[config.mk]
export PLATFORM = sky130hd
export DESIGN_NAME = waveform_generator
export DESIGN_NICKNAME = d
export VERILOG_FILES = /design/src/rtl/waveform_generator.sv
export SDC_FILE = /design/constraint.sdc
export NUM_CORES = 1
export LEC_CHECK = 0
export ABC_AREA = 1
export ABC_CLOCK_PERIOD_IN_PS = 2000
export CAP_MARGIN = 20
export CELL_PAD_IN_SITES_DETAIL_PLACEMENT = 2
export CELL_PAD_IN_SITES_GLOBAL_PLACEMENT = 2
export CORE_UTILIZATION = 33
export CTS_CLUSTER_DIAMETER = 150
export CTS_CLUSTER_SIZE = 25
export DETAILED_ROUTE_END_ITERATION = 6
export MAX_ROUTING_LAYER = met4
export PLACE_DENSITY = 0.81
export SLEW_MARGIN = 20
export SYNTH_ARGS = -nofsm -noshare
export SYNTH_HDL_FRONTEND = slang
export SYNTH_SLANG_ARGS = --single-unit
export TNS_END_PERCENT = 10
[constraint.sdc]
create_clock -name sysclk -period 2 [get_ports sysclk]
set_input_delay 0.5 -clock sysclk [delete_from_list [all_inputs] [get_ports sysclk]]
set_output_delay 0.5 -clock sysclk [all_outputs]
set_load 0.01 [all_outputs]
[src/rtl/waveform_generator.sv]
// Periodic square/sawtooth/triangle sample source with prescaled step
// rate and period-boundary shadowing of mode and duty.
module waveform_generator #(
  parameter int DATA_W     = 6,
  parameter int PRESCALE_W = 6,
  parameter int SCALE_W    = 6,
  parameter int PHASE_W    = 6
) (
  input  logic               sysclk,
  input  logic               reset,
  input  logic               enable,
  input  logic [1:0]         mode,
  input  logic [SCALE_W-1:0] scale,
  input  logic [PHASE_W-1:0] duty,
  output logic [DATA_W-1:0]  wave_out,
  output logic               period_start
);

  typedef enum logic [1:0] {
    M_SQ  = 2'b00,
    M_SAW = 2'b01,
    M_TRI = 2'b10,
    M_INV = 2'b11
  } mode_e;

  localparam int TW = PHASE_W - 1;

  logic [PRESCALE_W-1:0] pre_q, pre_d;
  logic [SCALE_W-1:0]    div_q, div_d;
  logic [PHASE_W-1:0]    phase_q, phase_d;
  logic [PHASE_W-1:0]    duty_q, duty_d;
  mode_e                 mode_q, mode_d;
  logic [DATA_W-1:0]     wave_q, wave_d;
  logic                  ps_q, ps_d;
  logic                  fresh_q, fresh_d;

  logic [SCALE_W-1:0] scale_eff;
  logic               tick, step, wrap;
  logic [TW-1:0]      tri_t;
  logic [DATA_W-1:0]  saw_s, tri_s, sq_s, sample;

  assign tri_t = phase_q[PHASE_W-1] ? ~phase_q[TW-1:0]
                                    : phase_q[TW-1:0];

  if (DATA_W >= PHASE_W) begin : g_saw_up
    assign saw_s = DATA_W'(phase_q) << (DATA_W - PHASE_W);
  end else begin : g_saw_dn
    assign saw_s = phase_q[PHASE_W-1 -: DATA_W];
  end

  if (DATA_W >= TW) begin : g_tri_up
    assign tri_s = DATA_W'(tri_t) << (DATA_W - TW);
  end else begin : g_tri_dn
    assign tri_s = tri_t[TW-1 -: DATA_W];
  end

  assign sq_s = (phase_q < duty_q) ? '1 : '0;

  always_comb begin
    sample = '0;
    unique case (mode_q)
      M_SQ:  sample = sq_s;
      M_SAW: sample = saw_s;
      M_TRI: sample = tri_s;
      M_INV: sample = ~sq_s;
    endcase
  end

  always_comb begin
    scale_eff = (scale == '0) ? SCALE_W'(1) : scale;
    tick      = &pre_q;
    step      = tick && (div_q >= scale_eff - SCALE_W'(1));
    wrap      = step && (&phase_q);
  end

  // fresh marks "phase just became 0"; it is armed while disabled
  // so the first enabled sample also raises period_start.
  always_comb begin
    pre_d   = pre_q;
    div_d   = div_q;
    phase_d = phase_q;
    mode_d  = mode_q;
    duty_d  = duty_q;
    wave_d  = wave_q;
    ps_d    = ps_q;
    fresh_d = fresh_q;
    if (!enable) begin
      pre_d   = '0;
      div_d   = '0;
      phase_d = '0;
      mode_d  = mode_e'(mode);
      duty_d  = duty;
      wave_d  = '0;
      ps_d    = 1'b0;
      fresh_d = 1'b1;
    end else begin
      pre_d = pre_q + 1'b1;
      if (tick) begin
        div_d = step ? '0 : div_q + 1'b1;
      end
      if (step) begin
        phase_d = phase_q + 1'b1;
      end
      if (wrap) begin
        mode_d = mode_e'(mode);
        duty_d = duty;
      end
      wave_d  = sample;
      ps_d    = fresh_q;
      fresh_d = wrap;
    end
  end

  always_ff @(posedge sysclk or posedge reset) begin
    if (reset) begin
      pre_q   <= '0;
      div_q   <= '0;
      phase_q <= '0;
      mode_q  <= M_SQ;
      duty_q  <= '0;
      wave_q  <= '0;
      ps_q    <= 1'b0;
      fresh_q <= 1'b1;
    end else begin
      pre_q   <= pre_d;
      div_q   <= div_d;
      phase_q <= phase_d;
      mode_q  <= mode_d;
      duty_q  <= duty_d;
      wave_q  <= wave_d;
      ps_q    <= ps_d;
      fresh_q <= fresh_d;
    end
  end

  assign wave_out     = wave_q;
  assign period_start = ps_q;

endmodule
==> impl_metrics.ini <==
[critical_path]
path_buf_inv = 4
cp_top_family = simple AND/OR/NAND/NOR gates
worstPathCellList = buf_6, nor2_4, nand2_2, o21bai_4, inv_2, ha_4, buf_6, xnor2_2, ha_1, nand2_2, nor2_4, nand2_2, nand2_4, buf_4, nand3_4, nand3_1, nand2_1
startpoint_type = input port
crit_type = input port to register
ff2ff_setup_slack_ps = 110
crit_path_end_kind = register
path_max_fanout = 4
crit_slowest_cell = ha_1
crit_top_cell = nand2_2
slowest_delay_ps = 300
critPathArrivalTime_ps = 2480
cp_data_required_time_ps = 2190

[synth]
synth_fp_nets = 294
ys_types = 28
ys.flop_type = dfrtp_1
ys_seq_area_share_pct = 41.2
synth_warnings = 0
netlist_area_um2 = 2070
async_reset_ff_share_pct = 100
avgSynthCellArea_um2 = 7.92
ys_ff_latch = 34
synth_common_cells = nand2_1 (64), inv_1 (37), dfrtp_1 (33)
netlist.area_leader.share_pct = 39.9
synth.largest_area_cell = dfrtp_1
synthCells = 261
yosysMostFrequentCell = nand2_1
synth_edf_count = 0
synth_area_leaders = dfrtp_1 (40%), nand2_1 (12%), ha_1 (9.7%)

[clock_tree]
clockBufferDepth = 2
tritoncts = done
worstSkewPairLatency_ps = 290
htreeDepth = 2
cts.sinks = 34
numCtsBuffers = 5
clockRootBuffer = clkbuf_8
clk_pin_slew_ps = 80
ctsHoldBuffers = 0

[pwr]
cell_internal_pwr_w = 0.00113
power.leakage_nw = 1.44
ir_worst_vdd_v = 0.000335
powerDensity_nw_per_um2 = 555
p_total_w = 0.00159
swShare_pct = 28.8
comb_power_share_pct = 17.9
p_switching_w = 0.000458
power_frac_seq_pct = 46.8
p_clk_share_pct = 35.3

[detailed_routing]
first_iter_violations = 48
drt_wl_total_um = 6810
dr.pass1.iters = 4
vias = 1949
vias_per_cell = 5.06
ant_nets = 0
drc = 0
drt-wirelength-per-cell_um = 17.7

[sta]
relSlewSlack_pct = 66.2
whs_ps = 484
hold_viol = 0
tightest_slew_ps = 505
rsz0062_at_grt = yes
finClkSkew_ps = 8.55
report.final.slew_viol_count = 0
period_share_pct = 115
setup_ws_ps = -295
setup_viol = 21
fin_tns_setup_ps = -4800
fin_crit_ps = 2290
max_freq_ghz = 0.436

[placed_design]
gp_congestion = 0.796
port-buffer-count = 23
dp_hpwl_um = 4380
dp_cells = 368

[global_routing]
overflow = 0
antenna_found_initial = 0
grt_pass1_vias = 2122
grt_pass1_wl_um = 10700
grt_use_total_pct = 22.4
grt_max_degree = 35

[die]
fp.dieH_um = 81.2
ios = 24
start_util_pct = 34.5
die_width_um = 81.2
die-area_um2 = 6590
core_area_um2 = 5990
core.rowCount = 28

[min_path]
hold_class = register to register

[layout]
nets = 342
antenna_cells = 0
post-route-util_pct = 47.7
areaGrowthSynthToFinish_pct = 38.2
final_cells = 385
drive_above_1_share_pct = 24.2

[status]
status = finished with violations
violations = setup timing

[flow_run]
drv_cap = 0
==> cells in the final DEF, fill, tap and decap left out, types with 3 or more instances in the layout <==
master and n:
a21oi_1 14, buf_4 19, buf_6 3, clkbuf_8 6, clkdlybuf4s50_1 17, dfrtp_1 33, ha_1 14, inv_1 34
inv_2 3, nand2_1 49, nand2_2 12, nand2_4 4, nand2_8 3, nand3_1 24, nand4_1 4, nor2_1 22
nor2_4 3, o211ai_1 4, o21ai_0 5, o21ai_2 3, xor2_1 7
==> flip-flops by register name, summed over array words and instances, names as in the netlist <==
name	flops
div_q	6
duty_q	6
phase_q	6
pre_q	6
wave_out	6
mode_q	2
fresh_q	1
period_start	1
==> worst paths after layout <==
kind / from / endpoint / depth (start not counted)
worst min register to register: pre_q[5] / pre_q[5] / 1
worst max register to register: phase_q[1] / duty_q[5] / 7
worst min-delay path: pre_q[5] / pre_q[5] / 1
worst max-delay path: scale[3] / duty_q[3] / 17
min in group asynchronous: reset / phase_q[5] / 3
max in group asynchronous: reset / fresh_q / 3
==> logic make-up (layout without fill, tap and decap cells) <==
family          after synthesis  count (layout)  synth area share, %
compound gates               32              32                 8.89
xor+xnor                      9               9                 3.81
fa+ha+maj                    16              16                 9.68
buf+inv                      42              89                 7.74
flops                        34              34                 41.2
simple gates                128             130                 28.7
==> layout make-up <==
cell class	count	area, µm²
clock buffer	6	82.6
clock inverter	2	12.5
sequential	34	852
inverter	37	139
fill	670	3130
timing repair buffer	44	417
tap	75	93.8
multi-input combinational	187	1260
==> worst register-to-register path, cell delays in order (launching register included) <==
cell and delay (ps):
dfrtp_1 520, ha_1 260, nand2_1 110, nor2_1 440
nand3_4 240, nand2_8 170, nand2_4 50, nand2_2 60
==> power by group through the flow <==
stage,clock (W),sequential (W),combinational (W)
floorplan,0,0.000752,0.000123
global placement,0,0.000754,0.000226
detailed placement,0,0.000756,0.000235
CTS,0.000577,0.000743,0.000247
global route,0.000607,0.000748,0.000314
finish,0.000561,0.000743,0.000284
==> repair_timing <==
item	4_1_cts	5_1_grt
gates resized for setup	34	35
pin swaps	14	20
endpoints found under the setup margin	21	21
cloned	1	1
setup buffers	7	0
==> metal layers <==
layer,part of all wire (%),global-route usage [%],up-vias,routed length (µm)
met5,0,-,-,0
met4,1.6,6.61,0,112
met3,1.4,3.48,11,96
met2,51,36.5,21,3510
met1,45,28.6,979,3100
li1,-,-,938,-
==> per-stage QoR <==
step | cell area (µm²) | setup WS (ps)
global route | 2860 | -411
CTS | 2690 | -332
floorplan | 2090 | -244
detailed placement | 2500 | -1040
finish | 2860 | -295
global placement | 2500 | -872
No activity file was read; power rests on OpenSTA's default activity.
